--- config.mk ---
export PLATFORM = sky130hd
export DESIGN_NAME = ht_ltf_sequencer_flat
export DESIGN_NICKNAME = d
export VERILOG_FILES = /design/src/rtl/ht_ltf_seq_pkg.sv /design/src/rtl/ht_ltf_sequencer_if.sv /design/src/rtl/ht_ltf_sequencer_ltf_sym_buf.sv /design/src/rtl/ht_ltf_sequencer.sv /design/src/flat_wrapper.sv
export SDC_FILE = /design/constraint.sdc
export NUM_CORES = 2
export LEC_CHECK = 0
export BUFFER_PORTS_ARGS = -buffer_cell sky130_fd_sc_hd__buf_2
export CAP_MARGIN = 15
export CORE_MARGIN = 2
export CORE_UTILIZATION = 45
export CTS_CLUSTER_DIAMETER = 120
export DETAILED_ROUTE_END_ITERATION = 7
export SYNTH_ARGS = -nofsm -noshare
export SYNTH_HDL_FRONTEND = slang
export SYNTH_SLANG_ARGS = --single-unit
--- constraint.sdc ---
create_clock -name clk -period 8 [get_ports clk]
set_input_delay 1.6 -clock clk [delete_from_list [all_inputs] [get_ports clk]]
set_output_delay 1.6 -clock clk [all_outputs]
set_load 0.01 [all_outputs]
--- src/rtl/ht_ltf_seq_pkg.sv ---
// ht_ltf_seq_pkg: shared types, constants and sample helpers for the HT-LTF sequencer.
//   - seq_state_e : sequencer FSM states
//   - SymLenDefault, PRow, sample field slice positions
//   - neg_sat16 / apply_sign : saturating sample negation
//   - nltf_legal / nltf_to_nm1 : repetition-count decoding
package ht_ltf_seq_pkg;

  typedef enum logic [2:0] {
    StIdle,
    StReq,
    StFetch,
    StPlay,
    StDone
  } seq_state_e;

  localparam int unsigned SymLenDefault = 80;
  localparam int unsigned SampleW       = 32;

  // Single-stream P-matrix row, one bit per repetition; a set bit negates.
  localparam logic [3:0] PRow = 4'b0010;

  // {I, Q} packing of a complex sample.
  localparam int unsigned IMsb = 31;
  localparam int unsigned ILsb = 16;
  localparam int unsigned QMsb = 15;
  localparam int unsigned QLsb = 0;

  // Two's-complement negate; -32768 has no positive twin so it clips to 32767.
  function automatic logic [15:0] neg_sat16(input logic [15:0] x);
    return (x == 16'h8000) ? 16'h7fff : (16'h0000 - x);
  endfunction

  function automatic logic [SampleW-1:0] apply_sign(input logic [SampleW-1:0] s,
                                                    input logic             neg);
    if (!neg) begin
      return s;
    end
    return {neg_sat16(s[IMsb:ILsb]), neg_sat16(s[QMsb:QLsb])};
  endfunction

  function automatic logic nltf_legal(input logic [2:0] n);
    return (n == 3'd1) || (n == 3'd2) || (n == 3'd4);
  endfunction

  // Stored as count-1 so the last repetition index fits in two bits; illegal maps to 1 rep.
  function automatic logic [1:0] nltf_to_nm1(input logic [2:0] n);
    case (n)
      3'd2:    return 2'd1;
      3'd4:    return 2'd3;
      default: return 2'd0;
    endcase
  endfunction

endpackage

--- src/rtl/ht_ltf_sequencer_if.sv ---
// ht_ltf_sequencer_if: valid/ready sample stream toward the preamble/data mux.
//   tdata  : {I[31:16], Q[15:0]} signed sample
//   tvalid : sample valid
//   tready : downstream ready
//   tlast  : final sample of the final repetition
// Modports: master (sequencer side), slave (consumer side).
interface ht_ltf_sequencer_if;
  import ht_ltf_seq_pkg::*;

  logic [SampleW-1:0] tdata;
  logic               tvalid;
  logic               tready;
  logic               tlast;

  modport master (output tdata, output tvalid, output tlast, input tready);
  modport slave  (input tdata, input tvalid, input tlast, output tready);

endinterface

--- src/rtl/ht_ltf_sequencer_ltf_sym_buf.sv ---
// ltf_sym_buf: simple dual-port Depth x Width symbol buffer.
//   clk_i                       : clock
//   wr_en_i/wr_addr_i/wr_data_i : write port
//   rd_en_i/rd_addr_i           : read request; rd_data_o valid the following cycle
//   rd_data_o                   : registered read data, held while rd_en_i is low
module ltf_sym_buf #(
  parameter int unsigned Depth = 80,
  parameter int unsigned Width = 32,
  parameter int unsigned AddrW = $clog2(Depth)
) (
  input  logic             clk_i,
  input  logic             wr_en_i,
  input  logic [AddrW-1:0] wr_addr_i,
  input  logic [Width-1:0] wr_data_i,
  input  logic             rd_en_i,
  input  logic [AddrW-1:0] rd_addr_i,
  output logic [Width-1:0] rd_data_o
);

  logic [Width-1:0] mem_q [Depth];
  logic [Width-1:0] rd_data_q;

  always_ff @(posedge clk_i) begin
    if (wr_en_i) begin
      mem_q[wr_addr_i] <= wr_data_i;
    end
    if (rd_en_i) begin
      rd_data_q <= mem_q[rd_addr_i];
    end
  end

  assign rd_data_o = rd_data_q;

endmodule

--- src/rtl/ht_ltf_sequencer.sv ---
// ht_ltf_sequencer: captures one HT-LTF symbol from the time-domain generator and replays it
// n_ltf times (1, 2 or 4) with the single-stream P-matrix sign per repetition.
//   clk, rstn          : clock, asynchronous active-low reset
//   start, n_ltf       : sequence start pulse and repetition count (sampled on start)
//   busy, done, err    : status; err is sticky until the next accepted start
//   gen_letsgo         : request pulse to the generator
//   gen_givemeoutput   : readout pulse to the generator
//   gen_output_valid   : generator has a symbol ready
//   gen_ltf            : generator sample stream
//   m                  : valid/ready output stream (master modport)
// Optional feature macro HT_LTF_SEQ_TIMEOUT_EN: abort with err after TIMEOUT cycles in REQ.
module ht_ltf_sequencer
  import ht_ltf_seq_pkg::*;
#(
  parameter int unsigned SYM_LEN     = SymLenDefault,
  parameter int unsigned CAPTURE_DLY = 2
`ifdef HT_LTF_SEQ_TIMEOUT_EN
  ,
  parameter int unsigned TIMEOUT     = 1024
`endif
) (
  input  logic                clk,
  input  logic                rstn,
  input  logic                start,
  input  logic [2:0]          n_ltf,
  output logic                busy,
  output logic                done,
  output logic                err,
  output logic                gen_letsgo,
  output logic                gen_givemeoutput,
  input  logic                gen_output_valid,
  input  logic [SampleW-1:0]  gen_ltf,
  ht_ltf_sequencer_if.master  m
);

  localparam int unsigned AddrW = $clog2(SYM_LEN);
  localparam int unsigned CntW  = $clog2(CAPTURE_DLY + SYM_LEN);

  localparam logic [CntW-1:0]  CapFirst = CntW'(CAPTURE_DLY);
  localparam logic [CntW-1:0]  CapLast  = CntW'(CAPTURE_DLY + SYM_LEN - 1);
  localparam logic [AddrW-1:0] AddrLast = AddrW'(SYM_LEN - 1);

`ifdef HT_LTF_SEQ_TIMEOUT_EN
  localparam int unsigned     TmoW    = $clog2(TIMEOUT);
  localparam logic [TmoW-1:0] TmoLast = TmoW'(TIMEOUT - 1);
  logic [TmoW-1:0] tmo_q;
`endif

  seq_state_e         state_q;
  logic [1:0]         nm1_q;
  logic [CntW-1:0]    cnt_q;
  // Issue side: next buffer read (repetition, address) and whether all reads are issued.
  logic [1:0]         rep_q;
  logic [AddrW-1:0]   rd_addr_q;
  logic               issue_done_q;
  // Tags travelling alongside the registered buffer output.
  logic               v1_q;
  logic [1:0]         rep1_q;
  logic               last1_q;

  logic               busy_q, done_q, err_q, letsgo_q, give_q;
  logic [SampleW-1:0] tdata_q;
  logic               tvalid_q, tlast_q;

  logic               wr_en;
  logic [AddrW-1:0]   wr_addr;
  logic               rd_en;
  logic [SampleW-1:0] rd_data;
  logic               issue_last;

  always_comb begin
    wr_en      = (state_q == StFetch) && (cnt_q >= CapFirst);
    wr_addr    = AddrW'(cnt_q - CapFirst);
    // Buffer output and output register advance together, so a stall freezes both stages.
    rd_en      = (state_q == StPlay) && (!tvalid_q || m.tready);
    issue_last = (rep_q == nm1_q) && (rd_addr_q == AddrLast);
  end

  ltf_sym_buf #(
    .Depth (SYM_LEN),
    .Width (SampleW),
    .AddrW (AddrW)
  ) u_buf (
    .clk_i     (clk),
    .wr_en_i   (wr_en),
    .wr_addr_i (wr_addr),
    .wr_data_i (gen_ltf),
    .rd_en_i   (rd_en),
    .rd_addr_i (rd_addr_q),
    .rd_data_o (rd_data)
  );

  always_ff @(posedge clk or negedge rstn) begin
    if (!rstn) begin
      state_q      <= StIdle;
      nm1_q        <= '0;
      cnt_q        <= '0;
      rep_q        <= '0;
      rd_addr_q    <= '0;
      issue_done_q <= 1'b0;
      v1_q         <= 1'b0;
      rep1_q       <= '0;
      last1_q      <= 1'b0;
      busy_q       <= 1'b0;
      done_q       <= 1'b0;
      err_q        <= 1'b0;
      letsgo_q     <= 1'b0;
      give_q       <= 1'b0;
      tdata_q      <= '0;
      tvalid_q     <= 1'b0;
      tlast_q      <= 1'b0;
`ifdef HT_LTF_SEQ_TIMEOUT_EN
      tmo_q        <= '0;
`endif
    end else begin
      letsgo_q <= 1'b0;
      give_q   <= 1'b0;
      done_q   <= 1'b0;
      unique case (state_q)
        StIdle: begin
          if (start) begin
            nm1_q    <= nltf_to_nm1(n_ltf);
            err_q    <= !nltf_legal(n_ltf);
            letsgo_q <= 1'b1;
            busy_q   <= 1'b1;
            state_q  <= StReq;
`ifdef HT_LTF_SEQ_TIMEOUT_EN
            tmo_q    <= '0;
`endif
          end
        end
        StReq: begin
          if (gen_output_valid) begin
            give_q  <= 1'b1;
            cnt_q   <= '0;
            state_q <= StFetch;
          end
`ifdef HT_LTF_SEQ_TIMEOUT_EN
          else if (tmo_q == TmoLast) begin
            err_q   <= 1'b1;
            done_q  <= 1'b1;
            busy_q  <= 1'b0;
            state_q <= StDone;
          end else begin
            tmo_q <= tmo_q + TmoW'(1);
          end
`endif
        end
        StFetch: begin
          // Capture runs purely by count from the readout pulse.
          cnt_q <= cnt_q + CntW'(1);
          if (cnt_q == CapLast) begin
            rep_q        <= '0;
            rd_addr_q    <= '0;
            issue_done_q <= 1'b0;
            v1_q         <= 1'b0;
            state_q      <= StPlay;
          end
        end
        StPlay: begin
          if (rd_en) begin
            tvalid_q <= v1_q;
            tdata_q  <= v1_q ? apply_sign(rd_data, PRow[rep1_q]) : '0;
            tlast_q  <= v1_q & last1_q;
            v1_q     <= !issue_done_q;
            if (!issue_done_q) begin
              rep1_q  <= rep_q;
              last1_q <= issue_last;
              if (issue_last) begin
                issue_done_q <= 1'b1;
              end
              if (rd_addr_q == AddrLast) begin
                rd_addr_q <= '0;
                rep_q     <= rep_q + 2'd1;
              end else begin
                rd_addr_q <= rd_addr_q + AddrW'(1);
              end
            end
          end
          if (tvalid_q && m.tready && tlast_q) begin
            done_q  <= 1'b1;
            busy_q  <= 1'b0;
            state_q <= StDone;
          end
        end
        StDone: begin
          // Holding here for the done cycle makes a coincident start fall outside IDLE.
          state_q <= StIdle;
        end
        default: begin
          state_q <= StIdle;
        end
      endcase
    end
  end

  assign busy             = busy_q;
  assign done             = done_q;
  assign err              = err_q;
  assign gen_letsgo       = letsgo_q;
  assign gen_givemeoutput = give_q;
  assign m.tdata          = tdata_q;
  assign m.tvalid         = tvalid_q;
  assign m.tlast          = tlast_q;

endmodule

--- src/flat_wrapper.sv ---
// flat-port wrapper written by rule: the top's interface ports become plain ports
module ht_ltf_sequencer_flat import ht_ltf_seq_pkg::*;
#(
  parameter int unsigned SYM_LEN     = SymLenDefault,
  parameter int unsigned CAPTURE_DLY = 2

)
  (clk, rstn, start, n_ltf, busy, done, err, gen_letsgo, gen_givemeoutput, gen_output_valid, gen_ltf, m_tdata, m_tvalid, m_tlast, m_tready);
  ht_ltf_sequencer_if m_i ();
  input  logic clk;
  input  logic rstn;
  input  logic start;
  input  logic [2:0] n_ltf;
  output logic busy;
  output logic done;
  output logic err;
  output logic gen_letsgo;
  output logic gen_givemeoutput;
  input  logic gen_output_valid;
  input  logic [SampleW-1:0] gen_ltf;
  output wire logic [$bits(m_i.tdata)-1:0] m_tdata;
  output wire logic [$bits(m_i.tvalid)-1:0] m_tvalid;
  output wire logic [$bits(m_i.tlast)-1:0] m_tlast;
  input wire logic [$bits(m_i.tready)-1:0] m_tready;
  assign m_tdata = m_i.tdata;
  assign m_tvalid = m_i.tvalid;
  assign m_tlast = m_i.tlast;
  assign m_i.tready = m_tready;
  ht_ltf_sequencer #(.SYM_LEN(SYM_LEN), .CAPTURE_DLY(CAPTURE_DLY)) u_core (.clk(clk), .rstn(rstn), .start(start), .n_ltf(n_ltf), .busy(busy), .done(done), .err(err), .gen_letsgo(gen_letsgo), .gen_givemeoutput(gen_givemeoutput), .gen_output_valid(gen_output_valid), .gen_ltf(gen_ltf), .m(m_i));
endmodule
* After elaboration in Yosys (flattened, before gate mapping)
Memories as Yosys holds them, arrays and structs flattened. A register that Yosys moved wholly into a read port is not among the register bits. Cells that the tools add are included.
Storage, ports and cells: register bits after elaboration 65, RAM bits 2560, bits of input ports 40, output and inout port bits 39, logic and storage cells 116, memories 1
Operators by class: add/subtract/negate cells 6, order comparisons 2, equal/unequal tests 18, multiplexer cells 46, bitwise logic cells 2, reductions and logical operators 24
Memories:
- u_core.u_buf.mem_q | depth 80, width 32, read ports 1, clocked after memory_dff 1, wr ports 1, RTL line ht_ltf_sequencer_ltf_sym_buf.sv:20 | logic [Width-1:0] mem_q [Depth];
Operators by type and width (count):
- $mux W32 | 3
- $mux W7 | 5
- $eq A16 B16 Y1 const B | 2
- $mux W16 | 2
- $sub A1 B16 Y16 const A | 2
- $pmux W7 S2 | 2
- $mux W1 | 19
- $add A7 B1 Y7 const B | 2
- $eq A7 B7 Y1 const B | 2
- $mux W3 | 4
- $ne A2 B2 Y1 const B | 6
- $pmux W3 S4 | 1
- $eq A3 B2 Y1 const B | 3
- $reduce_and A3 Y1 | 3
- $mux W2 | 4
- $pmux W2 S2 | 2
- $reduce_and A4 Y1 | 2
- $ge A7 B2 Y1 const B | 1
- $sub A7 B2 Y7 const B | 1
- $eq A3 B1 Y1 const B | 2
- $pmux W1 S2 | 3
- $reduce_and A2 Y1 | 3
- $reduce_bool A2 Y1 | 3
- $logic_and A1 B1 Y1 | 5
- 12 further kinds | 16

* Logic depth before layout (Yosys ltp)
depth after elaboration 7, gate-level depth with buffers 10, depth with buffers taken out 7

* Cells and area by module
A second synthesis with hierarchy kept.
Second synthesis, totals: cell total of the unflattened synthesis 4741, area, all modules 102613.4 um^2
Modules (own cells, without submodules):
- ltf_sym_buf | instances 1, cells an instance 4315, area an instance 98898.6 um^2, seq. area each 77834.6 um^2
- ht_ltf_sequencer | instances 1, cells an instance 426, area an instance 3714.8 um^2, seq. area each 1626.6 um^2

* Worst setup path after synthesis
OpenSTA, ideal clock, no wires.
kind input to register, start in m_tready, end reg u_core.tdata_q[11], in the netlist u_core.m.tdata[11], setup time 89 ps, arrival 3289 ps, required time 7911 ps, setup slack 4621 ps, stages on the path 6, path buffers 1, cells stage by stage nand2b_1 > nand2_1 > inv_1 > clkbuf_1 > o21ai_0 > a31oi_1
Between the ends: longest elaborated chain between the ends 3
Ends and longest elaborated chain:
- start, declared | RTL line flat_wrapper.sv:24 | input wire logic [$bits(m_i.tready)-1:0] m_tready;
- $logic_or A1 B1 Y1 | RTL line ht_ltf_sequencer.sv:75 | rd_en = (state_q == StPlay) && (!tvalid_q || m.tready);
- $logic_and A1 B1 Y1 | RTL line ht_ltf_sequencer.sv:75
- net u_core.rd_en | RTL line ht_ltf_sequencer.sv:67 | logic rd_en;
- $reduce_and A2 Y1 (no source line)
- end signal, assigned | RTL line ht_ltf_sequencer.sv:163 | tdata_q <= v1_q ? apply_sign(rd_data, PRow[rep1_q]) : '0;
- end, declared | RTL line ht_ltf_sequencer.sv:62 | logic [SampleW-1:0] tdata_q;
The timed path passes the listed nets, and every way through them passes these cells. A chain may end at the register's enable or synchronous reset.

==> impl_metrics.ini <==
[worst_setup_path]
start_kind = flip-flop
reg2reg_to = u_core.u_buf.rd_data_o[16]$_DFFE_PP_
rr_startpoint = u_core.rd_addr_q[0]$_DFFE_PN0P_
worstPathArrival_ps = 5120
critical_path.startpoint = u_core.rd_addr_q[0]$_DFFE_PN0P_
cp-end-kind = flip-flop
reg2reg_slack_ps = 3470
r2r_cells = 7
cp_max_fo = 75
crit_end = u_core.u_buf.rd_data_o[16]$_DFFE_PP_
crit_type = reg2reg
worstPathRequired_ps = 8580

[routing]
drc_errors = 0
drt_iter0_drc = 6278
routed_wirelength_um = 274000
wire_per_inst_um = 33.6
dr_total_vias = 50190
drtPass1Iterations = 5
ant_nets = 0
viasPerCell = 6.15

[cts]
clock_latency_ps = 920
clkTransAtPathRegs_ps = 60
clock_sinks = 2657
post_cts_resized = 0
cts_setup_buffers = 0
cts_tree = yes
cts_root_buffer = clkbuf_16
cts_made_buffers = 285
cts.htree.levels = 5
cts_hold_buffers = 0
cts_buffer_depth = 4

[global_routing]
grt_pass1_vias = 50288
grt_max_degree = 95
antenna_found_initial = 19
grt_pass1_wl_um = 384000
grt.overflow.total = 0
track_usage_pct = 23.7

[timing]
fmax_mhz = 221
finalMaxSlewViolations = 0
hold_ws_ps = 472
final-hold-violation-count = 0
fin_setup_tns_ps = 0
setup-violations-final = 0
rsz0062_at_grt = false
fin_skew_ps = 86.8
fin_crit_sh_pct = 56.6
layout_min_cycle_time_ps = 4530
worst_pin_slew_ps = 1210
maxSlewHeadroom_pct = 18.5
layout_setup_ws_ps = 3470

[placed_design]
placed_area_sq_mm = 0.107
dp_hpwl_um = 148000
port_buffers = 78
globalplace.congestion = 0.852
dp_slack_ps = 3490

[final_layout]
fillers = 17682
nets = 4993
area_delta_synth_final_pct = 13.0
drive_gt1_share_pct = 27.1
fin_area_sq_mm = 0.116

[power_and_ir_drop]
totalPowerFinal_mw = 37.3
p_leak_nw = 36.1
powerDensity_mw_per_mm2 = 323
ir_worst_vdd_v = 0.000304

[floorplanning]
core_sq_mm = 0.227
start_util_pct = 45.2
die_area_sq_mm = 0.231
die_w_um = 481
die_h_um = 481
rows = 175
io_pins = 79

[yosys]
synthArstFlopShare_pct = 2.45
synth_area_leaders = edfxtp_1 76%, mux4_2 14%, dfrtp_1 1.6%
synth_top_area_share_pct = 76.1
synth_top_cells_by_count = 2592 x edfxtp_1, 620 x mux4_2, 172 x nand2_1, 150 x mux2i_1, 133 x nor2_1
synth-edff-count = 2592
ys_seq_area_share_pct = 77.7
syn_nets = 4709
synthCells = 4663
ys_ff_latch = 2657
synth_top_area_cell = edfxtp_1
avgSynthCellArea_sq_um = 21.9
ys.flop_type = edfxtp_1
yosys_warnings = 0
ys_types = 79
syn-cell-area_sq_mm = 0.102
synth_most_common_cell = edfxtp_1

[flow_run]
cap_violations = 0

[outcome]
status = completed

[hold_path]
min-delay-path-class = reg2reg
[layout make-up]
cell class / count / area (sq um) / share of cell area, %
inverters: 19 / 78.8 / 0.0682
multi-input cells: 1728 / 22100 / 19.1
flip-flops and latches: 2657 / 79500 / 68.7
diodes: 9 / 22.5 / 0.0195
well taps: 3009 / 3760 / 3.26
clock buffers: 352 / 7460 / 6.45
clock inverters: 127 / 841 / 0.727
repair buffers: 256 / 1890 / 1.63
[metal layers]
layer	vias to the layer above	share of wire (%)	global-route usage, %
met1	27212	41	33.6
met3	436	8.5	4.52
met2	2265	47	37.1
met5	-	0	0
li1	20277	-	-
met4	0	3.4	7.92
[registers in the layout, indices dropped and copies added (netlist names)]
name	cells
u_core.u_buf.mem_q	2560
u_core.m.tdata	32
u_core.u_buf.rd_data_o	32
u_core.cnt_q	7
u_core.rd_addr_q	7
u_core.state_q	3
u_core.nm1_q	2
u_core.rep1_q	2
u_core.rep_q	2
u_core.busy	1
u_core.done	1
u_core.err	1
u_core.gen_givemeoutput	1
u_core.gen_letsgo	1
u_core.issue_done_q	1
u_core.last1_q	1
u_core.m.tlast	1
u_core.m.tvalid	1
u_core.v1_q	1
[critical path, cell delays in order, from the launching register on]
cell and delay, ps:
dfrtp_4 1070, buf_12 480, buf_4 500, mux4_2 570
nand2_1 160, nand2_1 110, a2111oi_1 940, a22oi_1 130
[per-stage QoR]
| step | instances | utilization, % |
|---|---|---|
| final | 8157 | 51.0 |
| after global placement | 7661 | 47.3 |
| after global routing | 8149 | 51.0 |
| after CTS | 8147 | 51.0 |
| after floorplan | 4663 | - |
| after detailed placement | 7668 | 47.3 |
[placed cells by master, fill, tap and decap left out, types with 60 or more instances in the layout]
cell	n
buf_4	182
dfrtp_1	60
clkbuf_16	287
mux4_2	620
mux2i_1	150
buf_2	64
nand2_1	171
clkbuf_1	62
edfxtp_1	2592
a22oi_1	73
o21ai_0	84
nor2_4	82
[cell families (layout without fill, tap and decap cells)]
kind of cell    after synthesis  after routing  synth area share, %
compound gates              460            460                 3.22
xor+xnor                     29             29                0.248
fa+ha+maj                     6              6               0.0734
buf+inv                     278            754                 1.46
flops                      2657           2657                 77.7
mux                         796            796                 15.4
other cells                   0              9                    0
simple gates                437            437                 1.94
[power breakdown]
group          switching, mW  internal [mW]  leakage (nW)
Clock                   5.16           6.87          4.09
Sequential             0.525           15.6          24.1
Combinational           5.28           3.89          7.83
[worst min-delay path by stage]
stage	startpoint	end	cells after the start	slack [ps]
4_1_cts	u_core.m.tdata[7]$_DFFE_PN0P_	u_core.m.tdata[7]$_DFFE_PN0P_	2	480
3_5_place_dp	u_core.m.tdata[7]$_DFFE_PN0P_	u_core.m.tdata[7]$_DFFE_PN0P_	2	460
6_report	u_core.m.tdata[7]$_DFFE_PN0P_	u_core.m.tdata[7]$_DFFE_PN0P_	2	470
5_1_grt	u_core.err$_DFFE_PN0P_	u_core.err$_DFFE_PN0P_	1	520
2_1_floorplan	u_core.nm1_q[1]$_DFFE_PN0P_	u_core.nm1_q[1]$_DFFE_PN0P_	2	460
3_3_place_gp	u_core.err$_DFFE_PN0P_	u_core.err$_DFFE_PN0P_	1	450
(Power assumes the default switching activity.)
